File: config.mk
export PLATFORM = sky130hd
export DESIGN_NAME = ru_wr_arbiter_flat
export DESIGN_NICKNAME = d
export VERILOG_FILES = /design/src/rtl/ru_pkg.sv /design/src/rtl/ru_wr_arbiter_if.sv /design/src/rtl/ru_wr_fifo.sv /design/src/rtl/ru_wr_arbiter.sv /design/src/flat_wrapper.sv
export SDC_FILE = /design/constraint.sdc
export NUM_CORES = 1
export LEC_CHECK = 0
export CORE_MARGIN = 3
export CORE_UTILIZATION = 55
export DETAILED_ROUTE_END_ITERATION = 16
export DONT_BUFFER_PORTS = 1
export PLACE_DENSITY = 0.67
export SLEW_MARGIN = 20
export SYNTH_ARGS = -nofsm -noshare
export SYNTH_HDL_FRONTEND = slang
export SYNTH_SLANG_ARGS = --single-unit
File: constraint.sdc
create_clock -name clk -period 6.4 [get_ports clk]
set_input_delay 0.64 -clock clk [delete_from_list [all_inputs] [get_ports clk]]
set_output_delay 0.64 -clock clk [all_outputs]
set_load 0.01 [all_outputs]
File: src/rtl/ru_pkg.sv
// Shared types for the register-unit write arbiter: register index, write request
// and write-source tag.
package ru_pkg;

    localparam int REG_IDX_W = 5;
    localparam int NREG      = 32;
    localparam int RU_DATA_W = 32;

    typedef logic [REG_IDX_W-1:0] reg_idx_t;

    typedef struct packed {
        reg_idx_t               rd;
        logic [RU_DATA_W-1:0]   data;
    } wr_req_t;

    typedef enum logic [1:0] {
        SRC_NONE = 2'd0,
        SRC_WB   = 2'd1,
        SRC_LU   = 2'd2
    } wr_src_e;

endpackage

File: src/rtl/ru_wr_arbiter_if.sv
// Bundle of writeback, long-latency, scoreboard and register-unit signals.
// master = pipeline / long-latency side, slave = the arbiter.
interface ru_wr_arbiter_if #(
    parameter int DATA_W = 32,
    parameter int NREG   = 32
);
    logic                 wbWr;
    ru_pkg::reg_idx_t     wbRd;
    logic [DATA_W-1:0]    wbData;
    logic                 wbStall;

    logic                 luValid;
    logic                 luReady;
    ru_pkg::reg_idx_t     luRd;
    logic [DATA_W-1:0]    luData;

    logic                 allocValid;
    ru_pkg::reg_idx_t     allocRd;
    ru_pkg::reg_idx_t     rs1;
    ru_pkg::reg_idx_t     rs2;
    logic                 hazRs1;
    logic                 hazRs2;
    logic [NREG-1:0]      pendMask;
    logic                 allocErr;

    logic                 ruWr;
    ru_pkg::reg_idx_t     ruRd;
    logic [DATA_W-1:0]    ruData;

    modport master (
        output wbWr, wbRd, wbData, luValid, luRd, luData, allocValid, allocRd, rs1, rs2,
        input  wbStall, luReady, hazRs1, hazRs2, pendMask, allocErr, ruWr, ruRd, ruData
    );

    modport slave (
        input  wbWr, wbRd, wbData, luValid, luRd, luData, allocValid, allocRd, rs1, rs2,
        output wbStall, luReady, hazRs1, hazRs2, pendMask, allocErr, ruWr, ruRd, ruData
    );

endinterface

File: src/rtl/ru_wr_fifo.sv
// Small synchronous FIFO with an exact occupancy count; push and pop may coincide.
module ru_wr_fifo #(
    parameter type entry_t = ru_pkg::wr_req_t,
    parameter int  DEPTH   = 2,
    localparam int PTR_W   = (DEPTH > 1) ? $clog2(DEPTH) : 1,
    localparam int CNT_W   = $clog2(DEPTH + 1)
) (
    input  logic             clk,
    input  logic             rst_n,
    input  logic             push,
    input  entry_t           din,
    input  logic             pop,
    output entry_t           dout,
    output logic             full,
    output logic             empty,
    output logic [CNT_W-1:0] count
);

    entry_t           mem [DEPTH];
    logic [PTR_W-1:0] wr_ptr;
    logic [PTR_W-1:0] rd_ptr;

    assign full  = (count == CNT_W'(DEPTH));
    assign empty = (count == '0);
    assign dout  = mem[rd_ptr];

    // Storage carries no reset; only pointers and count define validity.
    always_ff @(posedge clk) begin
        if (push) mem[wr_ptr] <= din;
    end

    always_ff @(posedge clk or negedge rst_n) begin
        if (!rst_n) begin
            wr_ptr <= '0;
            rd_ptr <= '0;
            count  <= '0;
        end else begin
            if (push) wr_ptr <= wr_ptr + 1'b1;
            if (pop)  rd_ptr <= rd_ptr + 1'b1;
            case ({push, pop})
                2'b10:   count <= count + 1'b1;
                2'b01:   count <= count - 1'b1;
                default: count <= count;
            endcase
        end
    end

endmodule

File: src/rtl/ru_wr_arbiter.sv
// Single register-unit write port shared by pipeline writeback (priority) and a
// queued long-latency unit, with anti-starvation and a RAW pending scoreboard.
module ru_wr_arbiter
    import ru_pkg::*;
#(
    parameter int DATA_W       = 32,
    parameter int NREG         = 32,
    parameter int FIFO_DEPTH   = 2,
    parameter int STARVE_LIMIT = 4
) (
    input  logic             clk,
    input  logic             rst_n,
    ru_wr_arbiter_if.slave   bus
);

    localparam int SC_W   = $clog2(STARVE_LIMIT + 1);
    localparam int FCNT_W = $clog2(FIFO_DEPTH + 1);

    typedef struct packed {
        reg_idx_t          rd;
        logic [DATA_W-1:0] data;
    } lu_req_t;

    lu_req_t           head;
    lu_req_t           fifo_din;
    logic              fifo_full;
    logic              fifo_empty;
    logic [FCNT_W-1:0] fifo_cnt;
    logic              push;
    logic              pop;

    wr_src_e           grant;
    logic              wb_req;
    logic              wb_stall;
    logic [SC_W-1:0]   starve_cnt;

    logic              ru_wr;
    reg_idx_t          ru_rd;
    logic [DATA_W-1:0] ru_data;
    wr_src_e           out_src;

    logic [NREG-1:0]   pend;
    logic [NREG-1:0]   pend_set;
    logic [NREG-1:0]   pend_clr;
    logic              alloc_err;

    // Zero-destination results complete the handshake but are dropped here.
    assign fifo_din = '{rd: bus.luRd, data: bus.luData};
    assign push     = bus.luValid && !fifo_full && (bus.luRd != '0);

    ru_wr_fifo #(
        .entry_t (lu_req_t),
        .DEPTH   (FIFO_DEPTH)
    ) u_fifo (
        .clk   (clk),
        .rst_n (rst_n),
        .push  (push),
        .din   (fifo_din),
        .pop   (pop),
        .dout  (head),
        .full  (fifo_full),
        .empty (fifo_empty),
        .count (fifo_cnt)
    );

    always_comb begin
        wb_req = bus.wbWr && (bus.wbRd != '0) && !wb_stall;
        grant  = SRC_NONE;
        if (wb_req)           grant = SRC_WB;
        else if (!fifo_empty) grant = SRC_LU;
    end

    assign pop = (grant == SRC_LU);

    // Stall lands in the cycle after the limit-th wb grant over a waiting FIFO,
    // so the head is guaranteed to be granted while the stall is visible.
    always_ff @(posedge clk or negedge rst_n) begin
        if (!rst_n) begin
            starve_cnt <= '0;
            wb_stall   <= 1'b0;
        end else begin
            wb_stall <= 1'b0;
            if (grant == SRC_WB && fifo_cnt != '0) begin
                starve_cnt <= starve_cnt + 1'b1;
                wb_stall   <= (starve_cnt == SC_W'(STARVE_LIMIT - 1));
            end else begin
                starve_cnt <= '0;
            end
        end
    end

    always_ff @(posedge clk or negedge rst_n) begin
        if (!rst_n) begin
            ru_wr   <= 1'b0;
            ru_rd   <= '0;
            ru_data <= '0;
            out_src <= SRC_NONE;
        end else begin
            ru_wr   <= (grant != SRC_NONE);
            out_src <= grant;
            if (grant == SRC_WB) begin
                ru_rd   <= bus.wbRd;
                ru_data <= bus.wbData;
            end else if (grant == SRC_LU) begin
                ru_rd   <= head.rd;
                ru_data <= head.data;
            end
        end
    end

    // Retire at the edge the register unit captures; a same-edge alloc wins.
    always_comb begin
        pend_set = '0;
        pend_clr = '0;
        if (ru_wr && out_src == SRC_LU)             pend_clr[ru_rd]       = 1'b1;
        if (bus.allocValid && bus.allocRd != '0)   pend_set[bus.allocRd] = 1'b1;
    end

    always_ff @(posedge clk or negedge rst_n) begin
        if (!rst_n) begin
            pend      <= '0;
            alloc_err <= 1'b0;
        end else begin
            pend      <= (pend & ~pend_clr) | pend_set;
            alloc_err <= alloc_err | (|(pend_set & pend & ~pend_clr));
        end
    end

    assign bus.luReady  = !fifo_full;
    assign bus.wbStall  = wb_stall;
    assign bus.hazRs1   = pend[bus.rs1];
    assign bus.hazRs2   = pend[bus.rs2];
    assign bus.pendMask = pend;
    assign bus.allocErr = alloc_err;
    assign bus.ruWr     = ru_wr;
    assign bus.ruRd     = ru_rd;
    assign bus.ruData   = ru_data;

endmodule

File: src/flat_wrapper.sv
// flat-port wrapper written by rule: the top's interface ports become plain ports
module ru_wr_arbiter_flat import ru_pkg::*;
#(
    parameter int DATA_W       = 32,
    parameter int NREG         = 32,
    parameter int FIFO_DEPTH   = 2,
    parameter int STARVE_LIMIT = 4
)
  (clk, rst_n, bus_wbWr, bus_wbRd, bus_wbData, bus_luValid, bus_luRd, bus_luData, bus_allocValid, bus_allocRd, bus_rs1, bus_rs2, bus_wbStall, bus_luReady, bus_hazRs1, bus_hazRs2, bus_pendMask, bus_allocErr, bus_ruWr, bus_ruRd, bus_ruData);
  ru_wr_arbiter_if #(.DATA_W(DATA_W), .NREG(NREG)) bus_i ();
  input  logic clk;
  input  logic rst_n;
  input wire logic [$bits(bus_i.wbWr)-1:0] bus_wbWr;
  input wire logic [$bits(bus_i.wbRd)-1:0] bus_wbRd;
  input wire logic [$bits(bus_i.wbData)-1:0] bus_wbData;
  input wire logic [$bits(bus_i.luValid)-1:0] bus_luValid;
  input wire logic [$bits(bus_i.luRd)-1:0] bus_luRd;
  input wire logic [$bits(bus_i.luData)-1:0] bus_luData;
  input wire logic [$bits(bus_i.allocValid)-1:0] bus_allocValid;
  input wire logic [$bits(bus_i.allocRd)-1:0] bus_allocRd;
  input wire logic [$bits(bus_i.rs1)-1:0] bus_rs1;
  input wire logic [$bits(bus_i.rs2)-1:0] bus_rs2;
  output wire logic [$bits(bus_i.wbStall)-1:0] bus_wbStall;
  output wire logic [$bits(bus_i.luReady)-1:0] bus_luReady;
  output wire logic [$bits(bus_i.hazRs1)-1:0] bus_hazRs1;
  output wire logic [$bits(bus_i.hazRs2)-1:0] bus_hazRs2;
  output wire logic [$bits(bus_i.pendMask)-1:0] bus_pendMask;
  output wire logic [$bits(bus_i.allocErr)-1:0] bus_allocErr;
  output wire logic [$bits(bus_i.ruWr)-1:0] bus_ruWr;
  output wire logic [$bits(bus_i.ruRd)-1:0] bus_ruRd;
  output wire logic [$bits(bus_i.ruData)-1:0] bus_ruData;
  assign bus_i.wbWr = bus_wbWr;
  assign bus_i.wbRd = bus_wbRd;
  assign bus_i.wbData = bus_wbData;
  assign bus_i.luValid = bus_luValid;
  assign bus_i.luRd = bus_luRd;
  assign bus_i.luData = bus_luData;
  assign bus_i.allocValid = bus_allocValid;
  assign bus_i.allocRd = bus_allocRd;
  assign bus_i.rs1 = bus_rs1;
  assign bus_i.rs2 = bus_rs2;
  assign bus_wbStall = bus_i.wbStall;
  assign bus_luReady = bus_i.luReady;
  assign bus_hazRs1 = bus_i.hazRs1;
  assign bus_hazRs2 = bus_i.hazRs2;
  assign bus_pendMask = bus_i.pendMask;
  assign bus_allocErr = bus_i.allocErr;
  assign bus_ruWr = bus_i.ruWr;
  assign bus_ruRd = bus_i.ruRd;
  assign bus_ruData = bus_i.ruData;
  ru_wr_arbiter #(.DATA_W(DATA_W), .NREG(NREG), .FIFO_DEPTH(FIFO_DEPTH), .STARVE_LIMIT(STARVE_LIMIT)) u_core (.clk(clk), .rst_n(rst_n), .bus(bus_i));
endmodule
==> results of run 1 <==
[registers in the layout (all words and copies together) (netlist names)]
signal,flops
u_core.u_fifo.count,2
u_core.bus.wbStall,1
u_core.u_fifo.rd_ptr,1
u_core.bus.allocErr,1
u_core.bus.pendMask,32
u_core.starve_cnt,3
u_core.bus.ruData,32
u_core.u_fifo.wr_ptr,1
u_core.bus.ruRd,5
u_core.bus.ruWr,1
u_core.u_fifo.mem,74
u_core.out_src,2
[power by group]
group / internal, mW / leakage (nW) / switching (mW) / total, mW
Combinational: 0.388 / 1.02 / 0.477 / 0.866
Clock: 0.581 / 0.281 / 0.380 / 0.960
Sequential: 1.36 / 1.59 / 0.429 / 1.79
Total: 2.33 / 2.89 / 1.29 / 3.61
[synthesized netlist by cell type (3+ instances only)]
master | count | area, um^2
or2_2 | 5 | 31.3
nand2_1 | 54 | 203
nor3_1 | 5 | 25.0
o21ai_0 | 76 | 380
nor3b_1 | 3 | 22.5
edfxtp_1 | 74 | 2220
o211ai_1 | 5 | 37.5
or3_1 | 4 | 25.0
xnor2_1 | 3 | 26.3
mux2i_1 | 37 | 370
nor2_1 | 50 | 188
clkbuf_1 | 28 | 105
o22ai_1 | 4 | 25.0
inv_1 | 7 | 26.3
nand3_1 | 7 | 35.0
a21oi_1 | 37 | 185
or4_1 | 3 | 22.5
nand3b_1 | 6 | 45.0
dfrtp_1 | 81 | 2030
ha_1 | 3 | 37.5
buf_2 | 7 | 35.0
nand2b_1 | 6 | 37.5
and3_1 | 4 | 25.0
mux4_2 | 20 | 450
o31ai_1 | 15 | 113
[metal layers]
| layer | routed length (um) | GRT usage, % | part of all wire [%] | vias to the layer above |
|---|---|---|---|---|
| met3 | 1950 | 10.8 | 11 | 42 |
| met2 | 8540 | 40.3 | 49 | 236 |
| li1 | - | - | - | 2156 |
| met1 | 6440 | 29.6 | 37 | 2336 |
| met4 | 403 | 9.23 | 2.3 | 0 |
| met5 | 0 | 0 | 0 | - |
[kinds of logic after synthesis]
| kind of cell | Yosys count | share of synthesized area [%] |
|---|---|---|
| XOR/XNOR | 5 | 0.618 |
| adder cells (fa/ha/maj) | 3 | 0.530 |
| multiplexers | 59 | 11.9 |
| AO/OA/AOI/OAI | 156 | 13.1 |
| buffers and inverters | 44 | 2.61 |
| flip-flops | 155 | 60.0 |
| AND/OR/NAND/NOR | 164 | 11.3 |
[stage by stage]
| step | instance area (um^2) | power [mW] | instances |
|---|---|---|---|
| final | 7820 | 3.61 | 754 |
| after global routing | 7820 | 3.82 | 754 |
| after CTS | 7770 | 3.62 | 752 |
| after detailed placement | 7170 | 2.64 | 719 |
| after global placement | 7170 | 2.61 | 719 |
| after floorplan | 7080 | 2.36 | 586 |
[path summary, 6_finish.rpt]
| kind | depth (start not counted) | to | start |
|---|---|---|---|
| worst min-delay path | 1 | u_core.bus.pendMask[21] | rst_n |
| worst max-delay path | 3 | bus_hazRs2 | u_core.bus.pendMask[15] |
| worst max register to register | 6 | u_core.bus.allocErr | u_core.bus.ruRd[1] |
| max in group asynchronous | 1 | u_core.u_fifo.rd_ptr | rst_n |
| min in group clk | 0 | u_core.u_fifo.mem[1][13] | bus_luData[13] |
| worst min register to register | 1 | u_core.starve_cnt[0] | u_core.starve_cnt[0] |
[layout make-up]
| type | instances | share of cell area [%] |
|---|---|---|
| tap | 168 | 2.69 |
| inverter | 7 | 0.336 |
| clock buffer | 20 | 5.71 |
| timing repair buffer | 5 | 1.15 |
| sequential | 155 | 54.4 |
| multi-input combinational | 387 | 34.2 |
| clock inverter | 12 | 1.50 |
[timing repair]
item | 4_1_cts | 5_1_grt
hold buffers | 1 | 0
hold endpoints to repair | 81 | 0
setup endpoints to repair | 0 | 0
gates resized for setup | 0 | 0
==> run metrics, run 1 <==
Post-Synthesis Cell Area=7080 um^2; # Post-CTS Setup Buffers=0; Finished Core Util=63.5%; setup TNS=0 ps; root buf cell=clkbuf_16; Main synth FF type=dfrtp_1; gr ovfl total=0; CTS tree=built; Placement Rows=40; Reg area=4250 um^2; unrepaired setup endpoints after global routing=false; HPWL Detailed=12100 um; Final ANT Viol Nets=0; Final nets=670; global-route wire length before repair=27300 um; 1st-iter DRT viols=357; Post-Route WL=17300 um; Worst Tran Pin Value=695 ps; crit-path cells=mux4_2 > mux4_2 > mux2_2; GRT Overall Usage=24.9%; final worst path period share=44.6%; Post-synth EDFFs=74; Multi-input gate area=2670 um^2; CP Launch Type=register; Crit path arrival time=2210 ps; Cell variety after synth=57; most frequent CP cell=mux4_2; Max-Cap Viols=0; total die area=14300 um^2; width of the die=119 um; # port buffers=0; WHS=109 ps; Seq/Total Area, Yosys=60.0%; worst path required time=5760 ps; largest net degree at the start of global routing=82; Crit path max-delay family=multiplexers; Initial Utilization=57.5%; final worst slack=3550 ps; H-tree levels=4; FMAX=350 MHz; CTS Buf Count=17; crit path kind=reg2out; CTS clk-pin slew, worst paths=60 ps; status=finished clean; ant diodes=0; cell count after synthesis=586; layout cells sized above 1=12.1%; num ports=169; CP Buf/Inv Count=0; final hold violations=0; Syn Area/Cell=12.1 um^2; Setup Skew=6.94 ps; Area Overhead vs Synth=10.4%; Max Root-Sink Buffers=2; initial antenna violation count=0; Hold Crit Class=in2async; # setup viols final=0; final slew viol count=0; Critical Path Fanout Max=4; commonest non-fill, non-tap cells in the layout=80 x dfrtp_1, 76 x o21ai_0, 74 x edfxtp_1; Lkg Pwr=2.89 nW; vias in the first global route=5043; fillers=999; clk sinks=155; Pre-antenna DRT Iters=5; Placeable Area=12300 um^2; Worst path slowest cell=mux4_2; gpl congestion=0.917; power per cell area=462 nW/um^2; endpoint type of the worst setup path=output pin; headroom to the max-slew limit=53.7%; DR vias/cell=6.33; commonest non-fill, non-tap cell in the layout=dfrtp_1; DR vias=4770; Synth Register Bits=155; DIE HEIGHT=119 um; clock latency on the worst-skew pair=420 ps; DRC Markers=0; average wire per cell in the routed design=23.0 um; Critical Path Max Stage Delay=520 ps; dpl ws=3730 ps; syn_nets=683; min Tclk post-route=2850 ps; R2R setup slack=3720 ps; ys async rst share=52.3%; YS warnings=0; VDD IR-drop max=0.000335 V
Power figures use the tool's default switching activity.
==> inputs of run 2 (changes only) <==
Settings changed: ABC_AREA from default to 1, PLACE_DENSITY 0.67 to 0.7.
Clock period 6.4 ns to 2.6 ns, I/O delays scaled along.
==> run metrics, run 2 <==
FMAX=469 MHz; Synth Register Bits=155 (unchanged); Area Overhead vs Synth=21.4% (was 10.4%); Placed Cells=929 (was 719); total placed instance area=7380 um^2 (was 7170 um^2); commonest cells in the netlist=271 x nand2_1, 91 x nand3_1, 81 x dfrtp_1 (was 81 x dfrtp_1, 76 x o21ai_0, 74 x edfxtp_1); top cell type by total area after synthesis=edfxtp_1 (unchanged); DR vias=5890 (was 4770); CTS clk-pin slew, worst paths=60 ps (about the same); headroom to the max-slew limit=34.3% (was 53.7%); area share of the leading cell type in the synthesized netlist=30.8% (was 31.4%); CTS Buf Count=17 (unchanged); clock share of power=29.2% (was 26.6%); Post-synth EDFFs=74 (unchanged); Comb power frac=21.8% (was 24.0%); Largest register FFs=74 (unchanged); 1st-iter DRT viols=547 (was 357); largest net degree at the start of global routing=82 (unchanged); clk sinks=155 (unchanged); Reg with most FFs=u_core.u_fifo.mem (unchanged); endpoint type of the worst setup path=register (was output pin); final hold violations=0 (unchanged); Syn Area/Cell=9.31 um^2 (was 12.1 um^2); DR vias/cell=5.70 (was 6.33); worst path required time=2930 ps (was 5760 ps); power per cell area=1020 nW/um^2 (was 462 nW/um^2); commonest non-fill, non-tap cells in the layout=271 x nand2_1, 91 x nand3_1, 80 x dfrtp_1 (was 80 x dfrtp_1, 76 x o21ai_0, 74 x edfxtp_1); CTS tree=built (unchanged); switch share=35.6% (about the same); top cells by area, synth=edfxtp_1 31%, dfrtp_1 28%, nand2_1 14% (was edfxtp_1 31%, dfrtp_1 29%, mux4_2 6.4%); Max-Cap Viols=0 (unchanged); Finished Core Util=68.7% (was 63.5%); total power draw=8.91 mW (was 3.61 mW); global-route wire length before repair=30600 um (was 27300 um); Placeable Area=12700 um^2 (was 12300 um^2); VDD IR-drop max=0.000699 V (was 0.000335 V); Post-Route WL=19400 um (was 17300 um); H-tree levels=4 (unchanged); # setup viols final=0 (unchanged); fillers=974 (was 999); gpl congestion=0.940 (was 0.917); CP Launch Type=register (unchanged); Critical Path Fanout Max=23 (was 4); Post-Synthesis Cell Area=7200 um^2 (was 7080 um^2); Main synth FF type=dfrtp_1 (unchanged); total die area=14500 um^2 (was 14300 um^2); HPWL Detailed=13000 um (was 12100 um); final worst path period share=82.1%; dpl ws=444 ps (was 3730 ps); Lkg Pwr=3.81 nW (was 2.89 nW); Seq/Total Area, Yosys=59.0% (was 60.0%); Crit path arrival time=2470 ps (was 2210 ps); root buf cell=clkbuf_16 (unchanged); width of the die=120 um (was 119 um); Placement Rows=41 (was 40); Sequential Power Share=49.1% (was 49.4%); final slew viol count=0 (unchanged); cell count after synthesis=774 (was 586); Setup Skew=8.55 ps (was 6.94 ps); Final nets=945 (was 670); Hold Crit Class=in2reg (was in2async); crit path kind=reg2reg (was reg2out); CTS hold repair buffers=72 (was 1); YS warnings=0 (unchanged); commonest non-fill, non-tap cell in the layout=nand2_1 (was dfrtp_1); min Tclk post-route=2130 ps; P_sw=3.17 mW (was 1.29 mW); initial antenna violation count=0 (unchanged); Non-Filler Instances=1033 (was 754); DIE HEIGHT=120 um (was 119 um); GRT Overall Usage=27.4% (was 24.9%); status=finished clean (unchanged); # port buffers=0 (unchanged); # Post-CTS Setup Buffers=0 (unchanged); Initial Utilization=56.6% (was 57.5%); num ports=169 (unchanged); vias in the first global route=5961 (was 5043); ant diodes=0 (unchanged); Pint=5.74 mW (was 2.33 mW); top-count cell post-synth=nand2_1 (was dfrtp_1); post-cts sizing count=0 (unchanged); DRC Markers=0 (unchanged); gr ovfl total=0 (unchanged); average wire per cell in the routed design=18.7 um (was 23.0 um); Finished Cell Area=8740 um^2 (was 7820 um^2); unrepaired setup endpoints after global routing=false (unchanged); Pre-antenna DRT Iters=7 (was 5); Final ANT Viol Nets=0 (unchanged); ys async rst share=52.3% (unchanged); Worst Tran Pin Value=985 ps (was 695 ps); syn_nets=871 (was 683); layout cells sized above 1=6.04% (was 12.1%); clock latency on the worst-skew pair=420 ps (about the same); Max Root-Sink Buffers=2 (unchanged); Cell variety after synth=23 (was 57); final worst slack=466 ps (was 3550 ps)
-- run 2: cells by family (layout without fill, tap and decap cells) --
| kind of cell | Yosys count | in the layout | synth area share, % |
|---|---|---|---|
| flops | 155 | 155 | 59.0 |
| buf+inv | 68 | 155 | 3.89 |
| simple gates | 436 | 436 | 24.8 |
| xor+xnor | 4 | 4 | 0.486 |
| fa+ha+maj | 3 | 3 | 0.521 |
| compound gates | 76 | 76 | 6.88 |
| mux | 32 | 32 | 4.45 |
-- run 2: layout make-up --
| type | count | area, um^2 | share of cell area [%] |
|---|---|---|---|
| well taps | 172 | 215 | 2.46 |
| clock inverters | 14 | 191 | 2.19 |
| inverters | 41 | 154 | 1.76 |
| flip-flops and latches | 155 | 4250 | 48.6 |
| clock buffers | 18 | 429 | 4.91 |
| repair buffers | 82 | 813 | 9.30 |
| multi-input cells | 551 | 2690 | 30.8 |
-- run 2: power groups by stage --
stage | combinational (mW) | clock, mW | sequential, mW
after detailed placement | 1.79 | 0 | 4.40
after global routing | 2.19 | 2.72 | 4.45
after floorplan | 1.46 | 0 | 4.05
after global placement | 1.73 | 0 | 4.37
after CTS | 1.93 | 2.63 | 4.35
final | 1.94 | 2.60 | 4.37
-- run 2: final timing paths --
kind / slack (ps) / to / start / depth (start not counted)
worst max-delay path: 470 / u_core.bus.ruRd[2] / u_core.bus.wbStall / 7
worst min-delay path: 20 / u_core.bus.ruData[29] / bus_wbData[29] / 2
worst max register to register: 470 / u_core.bus.ruRd[2] / u_core.bus.wbStall / 7
worst min register to register: 440 / u_core.starve_cnt[0] / u_core.starve_cnt[0] / 1
max in group asynchronous: 1840 / u_core.u_fifo.rd_ptr / rst_n / 2
min in group asynchronous: 390 / u_core.bus.pendMask[3] / rst_n / 2
-- run 2: per-layer routing --
metal / share of wire [%] / wire, um / GRT usage, % / vias to the layer above
li1: - / - / - / 2762
met1: 37 / 7180 / 31.7 / 2800
met5: 0 / 0 / 0 / -
met3: 8.6 / 1670 / 7.58 / 60
met4: 3.7 / 724 / 13.5 / 0
met2: 51 / 9790 / 46.8 / 268
-- run 2: critical path, stage by stage (launching register included) --
cell,delay [ps]
dfrtp_1,410
nor2_1,120
nand2_1,100
inv_1,60
nor2_2,740
buf_4,320
inv_1,120
o211ai_1,180
-- run 2: per-stage QoR --
step	hold slack, ps	setup TNS, ps
6_report	16.8	0
4_1_cts	0.396	0
2_1_floorplan	-35.6	-9370
3_3_place_gp	-32.1	0
3_5_place_dp	-31.8	0
5_1_grt	9.88	0
